File: src/rtl/regfile_sb.sv
// -----------------------------------------------------------------------------
// regfile_sb
//
// Parametrised integer register file with a per-register pending-write
// scoreboard. The issue stage marks a destination busy when it issues the
// producer, and the writeback port clears that mark. RAW and WAW stalls then
// reduce to reading a busy bit.
//
// Parameters
//   XLEN      data width of every register
//   NREGS     number of architectural registers (power of two, >= 2)
//   ZERO_REG  1: register 0 reads 0, ignores writes and is never busy
//   BYPASS    1: a same-cycle writeback is forwarded to the read ports
//   AW, CW    derived address width and busy-count width
//
// Ports
//   i_clk          rising-edge clock
//   i_reset        asynchronous, active-high reset
//   i_rs1_addr     read port 1 address
//   i_rs2_addr     read port 2 address
//   o_rs1_data     read port 1 data (combinational)
//   o_rs2_data     read port 2 data (combinational)
//   o_rs1_busy     read port 1 register pending (combinational)
//   o_rs2_busy     read port 2 register pending (combinational)
//   i_rd_addr      writeback address
//   i_rd_data      writeback data
//   i_rd_wren      writeback strobe: stores data and clears the busy bit
//   i_alloc_valid  request to mark i_alloc_addr pending
//   i_alloc_addr   destination being allocated
//   o_alloc_ready  allocation accepted this cycle (combinational)
//   i_flush        synchronous clear of every busy bit
//   o_busy_count   registered number of busy registers
// -----------------------------------------------------------------------------
module regfile_sb #(
    parameter int unsigned XLEN     = 32,
    parameter int unsigned NREGS    = 32,
    parameter int unsigned ZERO_REG = 1,
    parameter int unsigned BYPASS   = 1,
    localparam int unsigned AW      = $clog2(NREGS),
    localparam int unsigned CW      = $clog2(NREGS + 1)
) (
    input  logic            i_clk,
    input  logic            i_reset,

    input  logic [AW-1:0]   i_rs1_addr,
    input  logic [AW-1:0]   i_rs2_addr,
    output logic [XLEN-1:0] o_rs1_data,
    output logic [XLEN-1:0] o_rs2_data,
    output logic            o_rs1_busy,
    output logic            o_rs2_busy,

    input  logic [AW-1:0]   i_rd_addr,
    input  logic [XLEN-1:0] i_rd_data,
    input  logic            i_rd_wren,

    input  logic            i_alloc_valid,
    input  logic [AW-1:0]   i_alloc_addr,
    output logic            o_alloc_ready,

    input  logic            i_flush,
    output logic [CW-1:0]   o_busy_count
);

    // Per-entry storage outputs, gathered for the read multiplexers.
    logic [XLEN-1:0] mem_q [NREGS];
    logic [NREGS-1:0] busy_vec;

    logic            alloc_fire;
    logic            alloc_is_zero;
    logic            alloc_sets;
    logic            wb_clears;
    logic [CW-1:0]   busy_count;
    logic [CW-1:0]   count_next;

    // -------------------------------------------------------------------------
    // Allocation handshake
    // -------------------------------------------------------------------------
    // A busy destination can still be allocated in the cycle its pending
    // writeback lands, so back-to-back producers to the same register do not
    // lose a cycle.
    assign o_alloc_ready = !i_flush &&
                           (!busy_vec[i_alloc_addr] ||
                            (i_rd_wren && (i_rd_addr == i_alloc_addr)));

    assign alloc_fire    = i_alloc_valid && o_alloc_ready;
    assign alloc_is_zero = (ZERO_REG != 0) && (i_alloc_addr == '0);

    // -------------------------------------------------------------------------
    // Storage entries
    // -------------------------------------------------------------------------
    for (genvar i = 0; i < int'(NREGS); i++) begin : g_entry
        if ((ZERO_REG != 0) && (i == 0)) begin : g_zero
            // Hard-wired zero: no flops, never pending.
            assign mem_q[i]    = '0;
            assign busy_vec[i] = 1'b0;
        end else begin : g_reg
            logic [XLEN-1:0] data_q;
            logic            busy_q;
            logic            wr_hit;
            logic            al_hit;

            assign wr_hit = i_rd_wren  && (i_rd_addr    == AW'(i));
            assign al_hit = alloc_fire && (i_alloc_addr == AW'(i));

            // NOTE: the data array is reset along with the busy bits because
            // reads after reset must return 0; a plain RAM macro cannot do this.
            always_ff @(posedge i_clk or posedge i_reset) begin
                if (i_reset) begin
                    data_q <= '0;
                    busy_q <= 1'b0;
                end else begin
                    // NOTE: non-blocking assignments keep every flop sampling
                    // pre-edge values regardless of statement order.
                    if (wr_hit) begin
                        data_q <= i_rd_data;
                    end

                    // Busy priority: flush, then allocate, then writeback.
                    if (i_flush) begin
                        busy_q <= 1'b0;
                    end else if (al_hit) begin
                        busy_q <= 1'b1;
                    end else if (wr_hit) begin
                        busy_q <= 1'b0;
                    end
                end
            end

            assign mem_q[i]    = data_q;
            assign busy_vec[i] = busy_q;
        end
    end

    // -------------------------------------------------------------------------
    // Read ports
    // -------------------------------------------------------------------------
    logic rs1_fwd;
    logic rs2_fwd;

    // Forwarding never applies to the hard-wired zero register.
    assign rs1_fwd = (BYPASS != 0) && i_rd_wren && (i_rd_addr == i_rs1_addr) &&
                     !((ZERO_REG != 0) && (i_rs1_addr == '0));
    assign rs2_fwd = (BYPASS != 0) && i_rd_wren && (i_rd_addr == i_rs2_addr) &&
                     !((ZERO_REG != 0) && (i_rs2_addr == '0));

    assign o_rs1_data = rs1_fwd ? i_rd_data : mem_q[i_rs1_addr];
    assign o_rs2_data = rs2_fwd ? i_rd_data : mem_q[i_rs2_addr];
    assign o_rs1_busy = rs1_fwd ? 1'b0 : busy_vec[i_rs1_addr];
    assign o_rs2_busy = rs2_fwd ? 1'b0 : busy_vec[i_rs2_addr];

    // -------------------------------------------------------------------------
    // Busy counter
    // -------------------------------------------------------------------------
    // +1 only when an allocation turns a clear bit into a set one; an
    // allocation that lands on a register whose writeback arrives the same
    // cycle leaves the bit set and the count unchanged.
    assign alloc_sets = alloc_fire && !alloc_is_zero && !busy_vec[i_alloc_addr];

    // -1 only when a writeback actually clears a set bit.
    assign wb_clears  = i_rd_wren && busy_vec[i_rd_addr] &&
                        !(alloc_fire && (i_alloc_addr == i_rd_addr));

    // NOTE: count_next gets its default first so no path through this block
    // leaves it unassigned and infers a latch.
    always_comb begin
        count_next = busy_count;
        if (i_flush) begin
            count_next = '0;
        end else begin
            unique case ({alloc_sets, wb_clears})
                2'b10:   count_next = busy_count + CW'(1);
                2'b01:   count_next = busy_count - CW'(1);
                default: count_next = busy_count;
            endcase
        end
    end

    always_ff @(posedge i_clk or posedge i_reset) begin
        if (i_reset) begin
            busy_count <= '0;
        end else begin
            busy_count <= count_next;
        end
    end

    assign o_busy_count = busy_count;

    // -------------------------------------------------------------------------
    // Invariants
    // -------------------------------------------------------------------------
`ifndef SYNTHESIS
    // The incremental counter must always match the busy vector it summarises.
    a_count_matches : assert property (
        @(posedge i_clk) disable iff (i_reset)
        32'(busy_count) == $countones(busy_vec)
    );
`endif

endmodule
File: config.mk
export PLATFORM = sky130hd
export DESIGN_NAME = regfile_sb
export DESIGN_NICKNAME = d
export VERILOG_FILES = /design/src/rtl/regfile_sb.sv
export SDC_FILE = /design/constraint.sdc
export NUM_CORES = 2
export LEC_CHECK = 0
export BUFFER_PORTS_ARGS = -buffer_cell sky130_fd_sc_hd__buf_2
export CAP_MARGIN = 20
export CORE_MARGIN = 5
export CORE_UTILIZATION = 45
export DETAILED_ROUTE_END_ITERATION = 6
export GPL_TIMING_DRIVEN = 0
export PLACE_DENSITY = 0.58
export SLEW_MARGIN = 20
export SYNTH_ARGS = -nofsm -noshare
export SYNTH_HDL_FRONTEND = slang
export SYNTH_SLANG_ARGS = --single-unit
File: constraint.sdc
create_clock -name i_clk -period 43.4 [get_ports i_clk]
set_clock_uncertainty 0.05 [all_clocks]
set_input_delay 6.51 -clock i_clk [delete_from_list [all_inputs] [get_ports i_clk]]
set_output_delay 6.51 -clock i_clk [all_outputs]
set_load 0.01 [all_outputs]
Yosys cells after proc, flatten, opt, wreduce, memory -nomap -nowiden

Cells that the tools add are included.
Widths: inputs -> output; s select.

Add/sub/neg operators: 2
$lt $le $gt $ge: 6
Equality and inequality tests: 68
Mux-type cells: 113
Bitwise operators: 2
Reductions and logical operators: 116

Operator list:

| operator            | number |
|---|---|
| $bmux 32 s5         | 2 |
| $mux 32             | 6 |
| $eq 5x5->1 const B  | 32 |
| $mux 1              | 99 |
| $reduce_bool 3->1   | 32 |
| $eq 5x4->1 const B  | 16 |
| $logic_and 1x1->1   | 74 |
| $eq 5x3->1 const B  | 8 |
| $lt 5x6->1 const B  | 4 |
| $bmux 1 s5          | 4 |
| $eq 5x2->1 const B  | 4 |
| $eq 5x5->1          | 4 |
| $logic_not 5->1     | 3 |
| $ge 6x6->1 const B  | 2 |
| $not 5->6           | 2 |
| $pmux 6 s2          | 1 |
| $eq 5x1->1 const B  | 2 |
| $add 6x1->6 const B | 1 |
| $logic_not 1->1     | 6 |
| $mux 6              | 1 |
| $sub 6x1->6 const B | 1 |
| $eq 2x1->1 const B  | 1 |
| $eq 2x2->1 const B  | 1 |
| $logic_or 1x1->1    | 1 |

Register bits after elaboration: 1029
Input port bits: 57
Word-level logic and storage cells: 370

Logic depth before layout (Yosys ltp)

Word-level depth: 12
Depth in mapped cells: 17

Least setup slack after synthesis

OpenSTA, ideal clock, no wires.

Path type: input-to-output
From: in i_rs2_addr[0]
To: out o_rs2_data[10]
Arrival: 8.668 ns
Required time: 36.840 ns
Path slack: 28.172 ns
Stages on the path: 7
Buffers on the path: 3
Path through: buf_2 -> buf_2 -> buf_1 -> mux4_2 -> mux4_2 -> mux2i_1 -> a21oi_1

Cells in the longest elaborated chain, start to end: 5

RTL lines:

| element                                    | line | text |
|---|---|---|
| from (decl)                                | 46   | `input logic [AW-1:0] i_rs2_addr,` |
| $not 5->6 (not written as such)            | 147  | `assign o_rs2_data = rs2_fwd ? i_rd_data : mem_q[i_rs2_addr];` |
| $bmux 32 s5                                | 147  |  |
| $mux 32 (not written as such) (2 in a row) | 147  |  |
| $mux 32 (*)                                | 147  |  |
| to (decl)                                  | 48   | `output logic [XLEN-1:0] o_rs2_data,` |

Mark *: on every way between the ends. The rest lies on a longest branch, timed or not. The select of a mux whose other input is x is not followed.

Final worst setup path

From: in i_rs1_addr[1]
To: out o_rs1_data[31]

Cells in the longest elaborated chain, start to end: 5

RTL lines:

| element                                    | line | text |
|---|---|---|
| from (decl)                                | 45   | `input logic [AW-1:0] i_rs1_addr,` |
| $not 5->6 (not written as such)            | 146  | `assign o_rs1_data = rs1_fwd ? i_rd_data : mem_q[i_rs1_addr];` |
| $bmux 32 s5                                | 146  |  |
| $mux 32 (not written as such) (2 in a row) | 146  |  |
| $mux 32 (*)                                | 146  |  |
| to (decl)                                  | 47   | `output logic [XLEN-1:0] o_rs1_data,` |

Marked as above.

==> flow_summary.ini <==
[outcome]
status = complete, no violations

[grt]
grt-ovfl-total = 0
grt_pass1_vias = 38144
grt.total_usage = 0.317
grt_pass1_wl_um = 295000
antenna_found_initial = 10
grt_max_degree = 100

[setup_path]
worst_ep_required_time_ns = 36.84
cp.arrival_ns = 11.18
r2r_setup_slack_ns = 39.43
path_max_fanout = 10
crit_start = i_rs1_addr[1]
cp-start-kind = input pin
cp-end-kind = primary output
timing.rr.end = o_busy_count[5]$_DFFE_PP0P_
path_class = in2out
r2r-start = g_entry[4].g_reg.busy_q$_DFFE_PP0P_
worstRegToRegCells = 14

[hold_path]
hold_path.class = reg2reg
min_to = g_entry[6].g_reg.data_q[13]$_DFFE_PP0P_
hp-start = g_entry[6].g_reg.data_q[13]$_DFFE_PP0P_
whs_path_depth = 1

[die]
coreArea_sq_um = 125000
design.die.area_sq_um = 133000
start_util = 0.451
pin_count = 130
die_h_um = 364
die-width_um = 364
rows = 130

[flow_run]
cap_violations = 0

[finish]
synthToLayoutAreaGrowth_pct = 13.0
fin_nets = 3934
fin_cells = 5629
drive_gt1_frac = 0.553
finalInstanceArea_sq_um = 63700

[synthesis]
synth_flop_cell = dfrtp_1
synth_warnings = 0
syn-cell-area_sq_um = 56400
syn_nets = 3669
ys_seq_area_frac = 0.456
ys_types = 62
async_flop_share = 1.00
synth_edf_count = 0
synthCells = 3607
synth.avg_cell_area_sq_um = 15.6
synth_seq_cells = 1029

[pwr]
swShare = 0.280
pwr-share-clk = 0.350
internal_power_mw = 2.12
p_per_area_nw_per_um2 = 46.2
p_sw_mw = 0.826
p_total_mw = 2.94
power_leakage_nw = 27.4
ir_worst_vdd_v = 0.0000492
combPwrFrac = 0.219
pwr-share-seq = 0.431

[detailed_routing]
drtAntennaViolNets = 0
drt_first_pass_iters = 5
via_count = 37405
drt_iter0_markers = 3405
viasPerCell = 6.65
wl_um = 209000
post_drt_wl_per_cell_um = 37.1
drc = 0

[timing]
max_freq_mhz = 56.4
final-max-slew-violation-count = 0
setup_slack_ns = 25.66
rsz0062_at_grt = no
min_period_ns = 17.74
hold_viol = 0
finalSetupTns_ns = 0
worstMarginPinSlew_ns = 1.32
min_period_over_period = 0.409
worst_slew_margin_rel = 0.121
setup_viol = 0

[placed_design]
hpwl_um = 141000
pre_cts_ws_ns = 25.87
placed_area_sq_um = 59700
port_buffers = 118
finalWeightedCongestion = 0.898
dp.cells = 5397

[clock_network]
ctsHoldBuffers = 0
root_buffer = clkbuf_16
cts.sinks = 1029
cts_buffers = 119
cts_resized = 0
insertion_delay_ns = 0.76
h-tree-depth = 3
clk_pin_slew_ns = 0.06
clk_path_buf_depth = 3
cts_setup_buffers = 0
cts_tree = yes
-- layer usage --
layer,share of wire,global-route usage
met2,0.46,0.497
met3,0.082,0.0772
met4,0.050,0.133
met5,0.00073,0
met1,0.41,0.427
-- synthesized netlist by cell type (all sizes together), types with 2 or more instances --
| cell type | instances | area (sq um) |
|---|---|---|
| dfrtp | 1029 | 25700 |
| nor2 | 59 | 221 |
| nor4 | 5 | 37.5 |
| nand2 | 51 | 191 |
| nand3 | 8 | 40.0 |
| o21ai | 36 | 180 |
| o32ai | 13 | 114 |
| a21o | 2 | 15.0 |
| xnor2 | 3 | 26.3 |
| a22oi | 2 | 20.0 |
| or3 | 3 | 18.8 |
| nor3 | 9 | 45.0 |
| xor2 | 13 | 114 |
| a211oi | 4 | 30.0 |
| inv | 8 | 30.0 |
| mux4 | 600 | 13500 |
| nand4 | 5 | 31.3 |
| o31a | 3 | 35.0 |
| mux2 | 1068 | 12000 |
| ha | 4 | 50.1 |
| nand2b | 22 | 138 |
| a21oi | 37 | 185 |
| nor2b | 14 | 87.6 |
| a22o | 66 | 578 |
| clkbuf | 246 | 926 |
| o31ai | 18 | 135 |
| mux2i | 78 | 781 |
| nand3b | 14 | 105 |
| buf | 156 | 694 |
| nor3b | 3 | 27.5 |
| or3b | 7 | 61.3 |
| or2 | 3 | 18.8 |
-- worst max-delay path, cell delays in order --
cell and delay, ns:
clkbuf_1 0.64, buf_2 0.51, clkbuf_1 0.69, clkbuf_1 0.96
mux4_2 0.39, mux4_2 0.25, mux2i_1 0.07, o21ai_0 0.84
buf_2 0.28
-- layout make-up --
| type | count | area [sq um] |
|---|---|---|
| fillers | 10701 | 61400 |
| diodes | 5 | 12.5 |
| plain buffers | 402 | 1750 |
| inverters | 8 | 37.5 |
| well taps | 1650 | 2060 |
| multi-input cells | 2168 | 29000 |
| clock buffers | 185 | 3580 |
| clock inverters | 38 | 385 |
| repair buffers | 144 | 1110 |
| flip-flops and latches | 1029 | 25700 |
-- placed cells by master (no fill, tap or decap), types with 6 or more instances in the layout --
cell type / n
mux2_2: 1062
dfrtp_1: 1029
mux4_2: 599
buf_2: 233
clkbuf_1: 223
clkbuf_16: 122
mux2i_1: 78
a22o_1: 66
clkbuf_2: 60
nor2_1: 58
nand2_1: 51
a21oi_1: 37
buf_1: 36
o21ai_0: 36
clkbuf_8: 29
clkinv_2: 26
nand2b_1: 22
o31ai_1: 18
nor2b_1: 14
nand3b_1: 14
xor2_1: 13
o32ai_1: 13
buf_16: 13
nand3_1: 8
buf_6: 7
inv_1: 7
or3b_2: 7
nor3_1: 6
-- how the worst max path moves through the flow --
stage,end,slack (ns)
6_report,o_rs1_data[31],25.66
5_1_grt,o_rs1_data[31],25.74
4_1_cts,o_rs1_data[31],25.87
3_5_place_dp,o_rs1_data[31],25.87
3_3_place_gp,g_entry[24].g_reg.data_q[12]$_DFFE_PP0P_,-5.39
2_1_floorplan,g_entry[10].g_reg.busy_q$_DFFE_PP0P_,7.88
-- flip-flops by register name, summed over array words and instances, names as in the netlist --
signal                cells
g_entry.g_reg.data_q    992
o_busy_count              6
g_entry.g_reg.busy_q     31
-- logic make-up after synthesis --
logic type      synth area share
compound gates            0.0246
xor+xnor                 0.00248
fa+ha+maj                0.00124
buf+inv                   0.0293
flops                      0.456
mux                        0.467
simple gates              0.0190
-- power by group through the flow --
stage | Combinational [mW] | Sequential, mW | Clock (mW)
5_1_grt | 0.685 | 1.29 | 1.08
6_report | 0.645 | 1.27 | 1.03
3_5_place_dp | 0.643 | 1.28 | 0
2_1_floorplan | 0.484 | 1.24 | 0
3_3_place_gp | 0.629 | 1.28 | 0
4_1_cts | 0.645 | 1.26 | 1.04
-- per-stage QoR --
stage | hold slack, ns | utilization
final | 0.472 | 0.510
after global routing | 0.478 | 0.509
after CTS | 0.472 | 0.509
after detailed placement | 0.459 | 0.477
after global placement | 0.449 | 0.472
after floorplan | 0.441 | -
(Power assumes the default switching activity.)
